## src/rtl/regmap_access_arbiter.sv

```systemverilog
// rtl/regmap_access_arbiter.sv - round-robin arbiter sharing the register_map port between two requesters
// Optional macro REGMAP_ARB_WPROT_EN blocks writes to the status region and reports them on reqN_err_o.
module regmap_access_arbiter #(
  parameter int ADDR_WIDTH     = 7,
  parameter int DATA_WIDTH     = 8,
  parameter int NUM_CONFIG_REG = 96,
  parameter int READ_LATENCY   = 1
) (
  input  logic                  clk_i,
  input  logic                  rstn_n,
  input  logic                  req0_valid_i,
  input  logic                  req0_we_i,
  input  logic [ADDR_WIDTH-1:0] req0_addr_i,
  input  logic [DATA_WIDTH-1:0] req0_wdata_i,
  output logic                  req0_ready_o,
  output logic                  req0_rvalid_o,
  output logic [DATA_WIDTH-1:0] req0_rdata_o,
  output logic                  req0_err_o,
  input  logic                  req1_valid_i,
  input  logic                  req1_we_i,
  input  logic [ADDR_WIDTH-1:0] req1_addr_i,
  input  logic [DATA_WIDTH-1:0] req1_wdata_i,
  output logic                  req1_ready_o,
  output logic                  req1_rvalid_o,
  output logic [DATA_WIDTH-1:0] req1_rdata_o,
  output logic                  req1_err_o,
  output logic [ADDR_WIDTH-1:0] mem_addr_o,
  output logic [DATA_WIDTH-1:0] mem_write_data_o,
  output logic                  mem_write_en_o,
  output logic                  mem_read_en_o,
  input  logic [DATA_WIDTH-1:0] mem_read_data_i,
  output logic                  busy_o,
  output logic                  owner_o
);

  typedef enum logic [1:0] {IDLE, ISSUE, RD_WAIT, RESP} state_t;

  state_t     state, state_next;
  logic       last_grant;
  logic       lat_we;
  logic [2:0] wait_cnt;
  logic       grant_any;
  logic       grant_idx;
  logic       capture;
  logic       wr_blocked;

`ifdef REGMAP_ARB_WPROT_EN
  assign wr_blocked = lat_we && (32'(mem_addr_o) >= 32'(NUM_CONFIG_REG));
`else
  assign wr_blocked = 1'b0;
`endif

  // Arbitration is only open in IDLE; a tie goes to whoever did not win last time.
  always_comb begin
    grant_any = 1'b0;
    grant_idx = 1'b0;
    if (state == IDLE && rstn_n) begin
      if (req0_valid_i && req1_valid_i) begin
        grant_any = 1'b1;
        grant_idx = ~last_grant;
      end else if (req0_valid_i) begin
        grant_any = 1'b1;
      end else if (req1_valid_i) begin
        grant_any = 1'b1;
        grant_idx = 1'b1;
      end
    end
  end

  assign req0_ready_o = grant_any && !grant_idx;
  assign req1_ready_o = grant_any && grant_idx;
  assign busy_o       = (state != IDLE);

  always_comb begin
    state_next     = state;
    mem_write_en_o = 1'b0;
    mem_read_en_o  = 1'b0;
    capture        = 1'b0;
    req0_rvalid_o  = 1'b0;
    req1_rvalid_o  = 1'b0;
    req0_err_o     = 1'b0;
    req1_err_o     = 1'b0;
    case (state)
      IDLE: begin
        if (grant_any) state_next = ISSUE;
      end
      ISSUE: begin
        if (lat_we) begin
          mem_write_en_o = !wr_blocked;
          req0_err_o     = wr_blocked && !owner_o;
          req1_err_o     = wr_blocked && owner_o;
          state_next     = IDLE;
        end else begin
          mem_read_en_o = 1'b1;
          if (READ_LATENCY == 0) begin
            capture    = 1'b1;
            state_next = RESP;
          end else begin
            state_next = RD_WAIT;
          end
        end
      end
      RD_WAIT: begin
        if (4'(wait_cnt) + 4'd1 == 4'(READ_LATENCY)) begin
          capture    = 1'b1;
          state_next = RESP;
        end
      end
      RESP: begin
        req0_rvalid_o = !owner_o;
        req1_rvalid_o = owner_o;
        state_next    = IDLE;
      end
      default: state_next = IDLE;
    endcase
  end

  // Captured read data lands straight in the owner's rdata register so it is valid alongside rvalid.
  always_ff @(posedge clk_i) begin
    if (!rstn_n) begin
      state            <= IDLE;
      last_grant       <= 1'b1;
      owner_o          <= 1'b0;
      lat_we           <= 1'b0;
      mem_addr_o       <= '0;
      mem_write_data_o <= '0;
      wait_cnt         <= 3'd0;
      req0_rdata_o     <= '0;
      req1_rdata_o     <= '0;
    end else begin
      state <= state_next;
      if (grant_any) begin
        owner_o          <= grant_idx;
        lat_we           <= grant_idx ? req1_we_i : req0_we_i;
        mem_addr_o       <= grant_idx ? req1_addr_i : req0_addr_i;
        mem_write_data_o <= grant_idx ? req1_wdata_i : req0_wdata_i;
      end
      if (state == ISSUE) wait_cnt <= 3'd0;
      else if (state == RD_WAIT) wait_cnt <= wait_cnt + 3'd1;
      if ((state == ISSUE && lat_we) || state == RESP) last_grant <= owner_o;
      if (capture) begin
        if (owner_o) req1_rdata_o <= mem_read_data_i;
        else req0_rdata_o <= mem_read_data_i;
      end
    end
  end

endmodule

```

## config.mk

```make
export PLATFORM = sky130hd
export DESIGN_NAME = regmap_access_arbiter
export DESIGN_NICKNAME = d
export VERILOG_FILES = /design/src/rtl/regmap_access_arbiter.sv
export SDC_FILE = /design/constraint.sdc
export NUM_CORES = 1
export LEC_CHECK = 0
export ABC_CLOCK_PERIOD_IN_PS = 1730
export CAP_MARGIN = 40
export CORE_MARGIN = 8
export CORE_UTILIZATION = 41
export DETAILED_ROUTE_END_ITERATION = 8
export PLACE_DENSITY = 0.79
export REMOVE_ABC_BUFFERS = 1
export SETUP_SLACK_MARGIN = 0.1
export SLEW_MARGIN = 20
export SYNTH_ARGS = -nofsm -noshare
export SYNTH_HDL_FRONTEND = slang
export SYNTH_SLANG_ARGS = --single-unit
```

## constraint.sdc

```tcl
create_clock -name clk_i -period 1.73 [get_ports clk_i]
set_input_delay 0.346 -clock clk_i [delete_from_list [all_inputs] [get_ports clk_i]]
set_output_delay 0.346 -clock clk_i [all_outputs]
set_load 0.01 [all_outputs]
```

Word level (Yosys, flattened, before mapping)
Cells that the tools add are included.

Output and inout port bits: 41. Bits in read-only memories: 0. Logic and storage cells: 56. Input port bits: 44. Bits in registers: 39. Memories kept: 0. Bits in latches: 0. Memory bits (writable): 0.

Add/subtract/negate cells: 2. Mux-type cells: 22. Divide/modulo/power cells: 0. Shift operators: 0. Order comparisons: 0. Equality and inequality tests: 6. $mul: 0. Bitwise gates (word level): 3. Reductions and logical operators: 14.

Operators with widths (number): 2-to-1 mux 1 bit (16); 2-to-1 mux 8 bit (1); case mux 2 bit (4 select lines) (1); 2-to-1 mux 7 bit (1); 2-to-1 mux 2 bit (3); AND reduction 2 bit (3); logical AND 1 bit (5); adder 3 x 1 -> 4 bit, second input constant (1); == test 2 bit, second input constant (2); == test 4 x 1 -> 1 bit, second input constant (1); inequality test 2 bit, second input constant (2); adder 3 x 1 -> 3 bit, second input constant (1); NOT 1 bit (3); == test 2 x 1 -> 1 bit, second input constant (1); logical NOT 1 bit (2); logical NOT 2 bit (1); nonzero test 2 bit (1); OR reduction 2 bit (1); logical OR 1 bit (1).

Longest topological paths before layout
Depth in word-level cells: 6. Gate-level depth with buffers: 5. Depth with buffers taken out: 4.

Worst setup path before layout
OpenSTA, ideal clock, no wires.

Path kind: register -> output. Start point: register state[0]. End point: output req0_ready_o. Data arrival time: 1.185 ns. Path buffers: 1. Slack: 0.199 ns. Stages on the path, launching flop included: 5. Required time: 1.384 ns. Cells stage by stage: dfxtp_1 nor3b_4 o21ai_2 buf_6 nor2_1.

Word-level cells in the longest chain between the ends: 5. Elaborated cells on any way between the ends: 6.

Ends and longest elaborated chain: start: declaration (line 38) `state_t state, state_next;`; start signal: assignment (line 131) `state <= state_next;`; logical NOT 2 bit * (line 57) `if (state == IDLE && rstn_n) begin`; logical AND 1 bit * (line 57); 2-to-1 mux 1 bit (line 57); logical NOT 1 bit (line 70) `assign req0_ready_o = grant_any && !grant_idx;`; logical AND 1 bit * (line 70); end: declaration (line 15) `output logic req0_ready_o,`.

Every way passes the cells marked *; elsewhere a longest branch is shown, timed or not.

Final worst setup path
Start point: input req1_valid_i. End point: output req0_ready_o.

Word-level cells in the longest chain between the ends: 6. Elaborated cells on any way between the ends: 10.

Ends and longest elaborated chain: start: declaration (line 19) `input logic req1_valid_i,`; 2-to-1 mux 1 bit (line 63) `end else if (req1_valid_i) begin`; 2-to-1 mux 1 bit (line 61) `end else if (req0_valid_i) begin`; 2-to-1 mux 1 bit (line 58) `if (req0_valid_i && req1_valid_i) begin`; 2-to-1 mux 1 bit (line 57); logical NOT 1 bit (line 70); logical AND 1 bit * (line 70).

Marked as above.

==> flow_summary.json <==
{
  "status": "complete, no violations",
  "stdcell_area_um2": 2970,
  "cts.htree.levels": 2,
  "postRouteAntennaNets": 0,
  "drt_first_pass_iters": 4,
  "ir_worst_vdd_uv": 541,
  "cp_slowest_cell": "clkdlybuf4s50_1",
  "synth-seq-cells": 39,
  "antenna_found_initial": 0,
  "io_pins": 85,
  "critical_path_class": "in2out",
  "synthToLayoutAreaGrowth_pct": 59.1,
  "die_h_um": 83.5,
  "critPathCaptureType": "primary output",
  "cts_sinks": 39,
  "ys_seq_area_share_pct": 41.8,
  "portBuffers": 82,
  "syn-cell-area_um2": 1870,
  "finalHoldViolations": 0,
  "maxCapViolations": 0,
  "layout-drive-gt1-share_pct": 17.9,
  "critPathMaxFanout": 2,
  "viasPerCell": 5.30,
  "netlist_instances": 207,
  "vias": 1872,
  "drc": 0,
  "setup_viol": 0,
  "die-width_um": 83.5,
  "cts_buffer_depth": 2,
  "multiInputGateArea_um2": 1030,
  "seq_area_um2": 790,
  "fill_cells": 374,
  "drv_slew": 0,
  "path_buf_inv": 3,
  "required_ps": 1380,
  "grt_setup_unrepaired": "true",
  "synth.distinct_cells": 36,
  "cts_buffers": 5,
  "power_leakage_nw": 1.25,
  "path_cells": "clkdlybuf4s50_1 > a21boi_2 > buf_4 > nor2_1 > buf_2",
  "core_area_um2": 4380,
  "grt_pass1_wl_um": 9640,
  "cp_top_family": "buffers and inverters",
  "place_congestion": 0.731,
  "grt_use_total_pct": 16.5,
  "holdWs_ps": 460,
  "period_needed_ps": 1670,
  "max_freq_mhz": 598,
  "diodes": 0,
  "yosysWarnings": 0,
  "arrival_ps": 1330,
  "powerDensity_nw_per_um2": 921,
  "avgRoutedWirePerCell_um": 15.9,
  "fin_nets": 346,
  "drt_wl_total_um": 5610,
  "place_hpwl_um": 4070,
  "clock_skew_ps": 9.12,
  "clk-insertion-delay-late_ps": 300,
  "start_kind": "primary input",
  "critPathMaxStageDelay_ps": 470,
  "num_rows": 24,
  "fin_crit_sh_pct": 96.7,
  "cts-root-buf": "clkbuf_8",
  "cts_tree": "yes",
  "dpl_cell_area_um2": 2820,
  "drtIter0Drc": 51,
  "grt_pass1_vias": 1969,
  "hold_path.class": "reg2reg",
  "path_clk_slew_ps": 70,
  "avgSynthCellArea_um2": 9.03,
  "dieArea_um2": 6980,
  "cts_hold_repair.buffers": 0,
  "grt.overflow.total": 0,
  "initial_utilization_pct": 42.6,
  "grt_max_degree": 48
}
[metal layers]
| metal | up-vias | part of all wire (%) | track usage, % |
|---|---|---|---|
| met5 | - | 0 | 0 |
| met4 | 0 | 1.5 | 5.65 |
| met3 | 8 | 9.9 | 7.71 |
| met2 | 80 | 43 | 25.5 |
| met1 | 867 | 45 | 19.5 |
| li1 | 917 | - | - |
[sequential cells by signal (all words and copies together), names as in the netlist, named ones only]
register and count:
req1_rdata_o 8, last_grant 1, mem_write_data_o 8, mem_addr_o 7, lat_we 1, state 1, req0_rdata_o 8, wait_cnt 3
owner_o 1
[worst register-to-register path, cell delays in order, from the launching register on]
cell and delay, ps:
dfxtp_4 360, nor3b_4 240, buf_6 140, buf_4 90, buf_4 200, a21oi_1 110
o31ai_2 240
[logic make-up after synthesis]
logic type               synth area share (%)
AND/OR/NAND/NOR                          18.5
XOR/XNOR                                0.469
buffers and inverters                    4.89
AO/OA/AOI/OAI                            23.8
adder cells (fa/ha/maj)                  1.34
flip-flops                               41.8
multiplexers                             9.10
other                                   0.201
[placed cells by master, fill, tap and decap left out, types with 5 or more instances in the layout]
master           netlist  routed
clkdlybuf4s50_1        0      74
dfxtp_1               39      36
nand2_1               29      29
nor2_1                22      21
mux2i_1               17      17
a21oi_1               16      16
o211ai_1              16      16
buf_4                  2      16
o31ai_2                8       8
o31ai_1                8       8
clkbuf_8               0       5
[power by group]
group	internal, W	switching, W
Sequential	0.00100	0.0000723
Clock	0.000429	0.000329
Combinational	0.000482	0.000423
Total	0.00192	0.000824
[cells in the mapped netlist]
library cell | number | area share [%]
a21boi_2 | 1 | 0.60
nor3b_2 | 1 | 0.67
o211ai_1 | 16 | 6.4
inv_1 | 3 | 0.60
dfxtp_1 | 39 | 42
nor3b_1 | 1 | 0.40
nand2_1 | 29 | 5.8
a21oi_1 | 16 | 4.3
nand4_2 | 1 | 0.67
xnor2_1 | 1 | 0.47
and3b_1 | 1 | 0.47
o21ai_1 | 3 | 0.80
a31o_1 | 1 | 0.47
conb_1 | 1 | 0.20
a21boi_1 | 2 | 0.80
nor2_1 | 22 | 4.4
nand3_1 | 3 | 0.80
nand3b_1 | 1 | 0.40
o31ai_2 | 8 | 5.4
clkbuf_1 | 9 | 1.8
nor3b_4 | 1 | 1.0
and3_1 | 2 | 0.67
nor2b_1 | 1 | 0.33
ha_1 | 2 | 1.3
and2_1 | 2 | 0.67
or2_1 | 1 | 0.33
nand4_4 | 1 | 1.1
o21ai_2 | 1 | 0.47
o31ai_1 | 8 | 3.2
nand2b_1 | 2 | 0.67
mux2i_1 | 17 | 9.1
buf_2 | 4 | 1.1
buf_4 | 2 | 0.80
buf_6 | 1 | 0.60
a21bo_2 | 1 | 0.54
o21a_1 | 2 | 0.80
[timing repair]
| action | in CTS | in global routing |
|---|---|---|
| pin swaps | 1 | 2 |
| gates resized for setup | 28 | 7 |
| setup buffers | 2 | 0 |
| endpoints found under the setup margin | 8 | 26 |
[worst paths after layout]
path / from / endpoint / slack [ps] / depth (start not counted)
worst max-delay path: req1_valid_i / req0_ready_o / 60 / 5
worst min-delay path: req1_rdata_o[4] / req1_rdata_o[4] / 460 / 2
worst max register to register: flip-flop / mem_write_data_o[0] / 260 / 6
worst min register to register: req1_rdata_o[4] / req1_rdata_o[4] / 460 / 2
[per-stage QoR]
stage / utilization, % / power, W / setup TNS [ps] / std cells / setup WS, ps
finish: 67.8 / 0.00274 / 0 / 353 / 57.2
global route: 67.8 / 0.00289 / 0 / 353 / 16.1
CTS: 67.3 / 0.00276 / 0 / 353 / 75.5
detailed placement: 64.3 / 0.00198 / -2150 / 343 / -446
global placement: 64.1 / 0.00196 / -7000 / 342 / -484
floorplan: - / 0.00146 / -113 / 192 / -113
[area by class of cell]
class | count | area share, %
clock inverter | 3 | 1.47
multi-input combinational | 150 | 34.6
sequential | 39 | 26.5
timing repair buffer | 101 | 32.5
tap | 52 | 2.19
clock buffer | 5 | 2.31
inverter | 3 | 0.379
(Power assumes the default switching activity.)
